--- src/rtl/seq_detect_param.sv ---
// Parametrised serial sequence detector with registered match pulse, overlap mode,
// input-valid qualifier and saturating match counter. Optional SEQDET_PROG_EN adds a loadable pattern.
//
// state | meaning
// FILL  | fewer than WIDTH valid bits held in hist (fill < WIDTH)
// ARMED | history full (fill == WIDTH); a match is possible on every valid bit
module seq_detect_param #(
    parameter int               WIDTH   = 4,
    parameter logic [WIDTH-1:0] PATTERN = 4'b1011,
    parameter int               OVERLAP = 1,
    parameter int               CNT_W   = 8
) (
    input  logic             clk,
    input  logic             rst,
    input  logic             in_valid,
    input  logic             in,
    input  logic             cnt_clr,
`ifdef SEQDET_PROG_EN
    input  logic             pat_load,
    input  logic [WIDTH-1:0] pat_in,
`endif
    output logic             out,
    output logic [CNT_W-1:0] match_cnt,
    output logic             armed
);

    localparam int FW = $clog2(WIDTH + 1);
    localparam logic [FW-1:0] FILL_MAX = FW'(WIDTH);
    localparam logic [FW-1:0] FILL_PRE = FW'(WIDTH - 1);

    typedef enum logic {
        FILL  = 1'b0,
        ARMED = 1'b1
    } state_t;

    state_t           state_q, state_d;
    logic [WIDTH-1:0] hist_q, hist_d;
    logic [FW-1:0]    fill_q, fill_d;
    logic             out_q, out_d;
    logic [CNT_W-1:0] cnt_q, cnt_d;
    logic [WIDTH-1:0] pattern;
    logic             load;
    logic [WIDTH-1:0] nh;
    logic             match;

`ifdef SEQDET_PROG_EN
    logic [WIDTH-1:0] pat_q, pat_d;

    assign load    = pat_load;
    assign pattern = pat_q;

    always_comb begin
        pat_d = pat_q;
        if (pat_load) pat_d = pat_in;
    end

    always_ff @(posedge clk) begin
        if (rst) pat_q <= PATTERN;
        else     pat_q <= pat_d;
    end
`else
    assign load    = 1'b0;
    assign pattern = PATTERN;
`endif

    always_comb begin
        hist_d = hist_q;
        fill_d = fill_q;
        out_d  = 1'b0;
        cnt_d  = cnt_q;
        nh     = {hist_q[WIDTH-2:0], in};
        match  = 1'b0;

        if (load) begin
            // A new pattern invalidates any partial history.
            hist_d = '0;
            fill_d = '0;
        end else if (in_valid) begin
            match  = (fill_q >= FILL_PRE) && (nh == pattern);
            hist_d = nh;
            out_d  = match;
            if (match) begin
                if (OVERLAP != 0) begin
                    fill_d = FILL_MAX;
                end else begin
                    fill_d = '0;
                    hist_d = '0;
                end
                if (cnt_q != {CNT_W{1'b1}}) cnt_d = cnt_q + CNT_W'(1);
            end else if (fill_q != FILL_MAX) begin
                fill_d = fill_q + FW'(1);
            end
        end

        if (cnt_clr) cnt_d = '0;

        state_d = (fill_d == FILL_MAX) ? ARMED : FILL;
    end

    always_ff @(posedge clk) begin
        if (rst) begin
            state_q <= FILL;
            hist_q  <= '0;
            fill_q  <= '0;
            out_q   <= 1'b0;
            cnt_q   <= '0;
        end else begin
            state_q <= state_d;
            hist_q  <= hist_d;
            fill_q  <= fill_d;
            out_q   <= out_d;
            cnt_q   <= cnt_d;
        end
    end

    assign out       = out_q;
    assign match_cnt = cnt_q;
    assign armed     = (state_q == ARMED);

endmodule

--- config.mk ---
export PLATFORM = sky130hd
export DESIGN_NAME = seq_detect_param
export DESIGN_NICKNAME = d
export VERILOG_FILES = /design/src/rtl/seq_detect_param.sv
export SDC_FILE = /design/constraint.sdc
export NUM_CORES = 1
export LEC_CHECK = 0
export CAP_MARGIN = 20
export CORE_UTILIZATION = 49
export DETAILED_ROUTE_END_ITERATION = 10
export GPL_ROUTABILITY_DRIVEN = 0
export GPL_TIMING_DRIVEN = 0
export HOLD_SLACK_MARGIN = 0.15
export MAX_ROUTING_LAYER = met4
export PLACE_DENSITY = 0.73
export SYNTH_ARGS = -nofsm -noshare
export SYNTH_HDL_FRONTEND = slang
export SYNTH_SLANG_ARGS = --single-unit
export TNS_END_PERCENT = 20
--- constraint.sdc ---
create_clock -name clk -period 2.3 [get_ports clk]
set_input_delay 0.46 -clock clk [delete_from_list [all_inputs] [get_ports clk]]
set_output_delay 0.46 -clock clk [all_outputs]
set_load 0.005 [all_outputs]
==> reports/results.tsv <==
metric	value	unit
outcome	completed	
worst path required time	2.52	ns
root buffer cell	clkbuf_4	
number of distinct library cells after synthesis	31	
mean post-synth cell area	8.652	µm²
DRT Pass-1 Iters	4	
hold buffers post-CTS	0	
TritonCTS clock tree	yes	
antenna violations before repair	0	
I/O pins	15	
fin crit period	2.112	ns
Ant. Diodes	0	
Core Area	1524	µm²
Final nets	120	
layout cells sized above 1	11.82	%
syn_nets	103	
drt total wl	1577	µm
count leader, synth	dfxtp_1	
GR Util All Layers	20.74	%
vias after detailed routing	726	
endpoints failing setup	0	
WP data arrival	2.33	ns
Place WS	-0.1909	ns
top cells by count, synth	16 x dfxtp_1, 9 x a21oi_1, 5 x inv_1, 5 x nand3_1, 5 x nor2_1	
largest net degree at the start of global routing	10	
I/O Buffers	12	
combinational share of power	7.5	%
Synth-to-Final Area Change	22.15	%
sw frac	22.36	%
Post-CTS Setup Bufs	0	
drt drc	0	
final hold vios	0	
Seq/Total Area, Yosys	39.38	%
Slew @ Worst Pin	0.3921	ns
DRT iter0 DRCs	19	
clock buffer depth	2	
Worst Hold Slack	0.4513	ns
worst skew pair latency	0.28	ns
Syn Inst Count	94	
global-route wire length before repair	2794	µm
FFs w/ async S/R, synth	0	%
fin. max-slew vios	0	
period utilization	91.83	%
type of origin of the critical path	flip-flop	
Final Worst Setup Slack	0.1879	ns
Sw Pwr	0.1144	mW
# fillers	130	
Warnings, synthesis	0	
vias in the first global route	641	
FMAX	473.5	MHz
utilization after layout	65.19	%
number of H-tree levels	1	
Crit. End Element	flip-flop	
Die Height	42.74	µm
# clock sinks	16	
Worst Clk Skew	0.003767	ns
Vias per Instance	5.762	
Cell Rows	14	
worst rel slew slack	73.86	%
Reg clk slew, reported paths	0.10	ns
Clk pwr share	36.0	%
Leak	0.3722	nW
sequential power share	56.5	%
Worst IR Drop VDD	344.7	µV
DPL Wire Length	1173	µm
Synth top area share	39.38	%
cell taking the most area after synthesis	dfxtp_1	
MaxCap Viol Count	0	
worst-path maximum fanout	6	
Die X	42.74	µm
RSZ-0062 raised after global routing	no	
EDFF count, synth	0	
synthesized cell area	813.3	µm²
Detail Route Antenna Nets	0	
P_int	0.3973	mW
PwrDens	515.1	nW/µm²
initial core utilization	53.37	%
Setup Crit Path Kind	flip-flop to flip-flop	
Hold Path Class	primary input to flip-flop	
Die ar.	1827	µm²
Synth Register Bits	16	
Synth area leaders	dfxtp_1 39%, ha_1 6.2%, a21oi_1 5.5%	
CTS buffer count	3	
gr ovfl total	0	
top_reg_cell synth	dfxtp_1	
Routed wire per std cell	12.52	µm
cell usage in the layout (no fill, tap or decap), types with 3 or more instances in the layout:
master,netlist,layout
dfxtp_1,16,15
clkdlybuf4s50_1,0,11
a21oi_1,9,9
inv_1,5,5
nand3_1,5,5
nor2_1,5,5
and3_1,4,4
o21ai_0,4,4
nand2_1,4,4
ha_1,4,4
a211oi_1,3,3
or4_1,3,3
nor3_1,3,3
or3_1,3,3
o31ai_1,3,3
mux2i_1,3,3
clkbuf_4,0,3
sequential cells by signal, indices dropped and copies added, names as in the netlist:
| register | flops |
|---|---|
| out | 1 |
| hist_q | 3 |
| fill_q | 3 |
| armed | 1 |
| match_cnt | 8 |
cells by family (layout without fill, tap and decap cells):
kind of cell	count (synthesis)	count (layout)	share of synthesized area, %
AOI/OAI and AO/OA	25	25	19.54
adders and majority gates	4	4	6.154
buffers and inverters	12	28	6.154
DFF	16	16	39.38
muxes	3	3	3.692
and+or+nand+nor	34	34	25.08
cell type report:
class	instances	area, µm²	area share [%]
flip-flops and latches	16	321.6	32.37
multi-input cells	66	442.9	44.58
plain buffers	6	27.53	2.771
well taps	16	20.02	2.015
clock buffers	4	36.28	3.652
inverters	6	22.52	2.267
repair buffers	12	122.6	12.34
worst max-delay path, stage by stage, from the launching register on:
cell and delay [ns]:
dfxtp_1 0.41, ha_1 0.17, ha_1 0.14, a211oi_1 0.07, or4_1 0.47, buf_2 0.16, or4_1 0.49, a21oi_1 0.14
through the flow:
stage,std cells,setup TNS [ns],area (µm²),power [mW]
3_5_place_dp,122,-0.2700,953.4,0.3341
4_1_cts,126,0,989.7,0.5161
5_1_grt,126,0,993.5,0.5348
6_report,126,0,993.5,0.5117
3_3_place_gp,122,-0.2613,953.4,0.3326
2_1_floorplan,94,0,813.3,0.3213
metal layers:
metal | GRT usage (%) | routed length [µm] | share of wire (%) | vias up
met5 | - | 0 | 0 | -
met4 | 5.625 | 13 | 0.82 | 0
met3 | 5.106 | 60 | 3.8 | 2
met2 | 31.82 | 692 | 44 | 16
met1 | 27.18 | 810 | 51 | 332
li1 | - | - | - | 376
final timing paths:
check,startpoint,to,slack [ns],depth (start not counted)
worst max-delay path,fill_q[1],match_cnt[5],0.19,7
worst min-delay path,in_valid,armed,0.45,2
worst max register to register,fill_q[1],match_cnt[5],0.19,7
worst min register to register,match_cnt[5],match_cnt[5],0.52,2
power by group through the flow:
| stage | logic, mW | clock network (mW) | registers [mW] |
|---|---|---|---|
| after floorplan | 0.0273 | 0 | 0.294 |
| after global placement | 0.0378 | 0 | 0.295 |
| after detailed placement | 0.0390 | 0 | 0.295 |
| after CTS | 0.0391 | 0.188 | 0.289 |
| after global routing | 0.0442 | 0.200 | 0.290 |
| final | 0.0386 | 0.184 | 0.289 |
timing repair:
item,in CTS,in global routing
gates resized for setup,0,2
setup endpoints to repair,0,1
endpoints found under the hold margin,0,0
(Power assumes the default switching activity.)
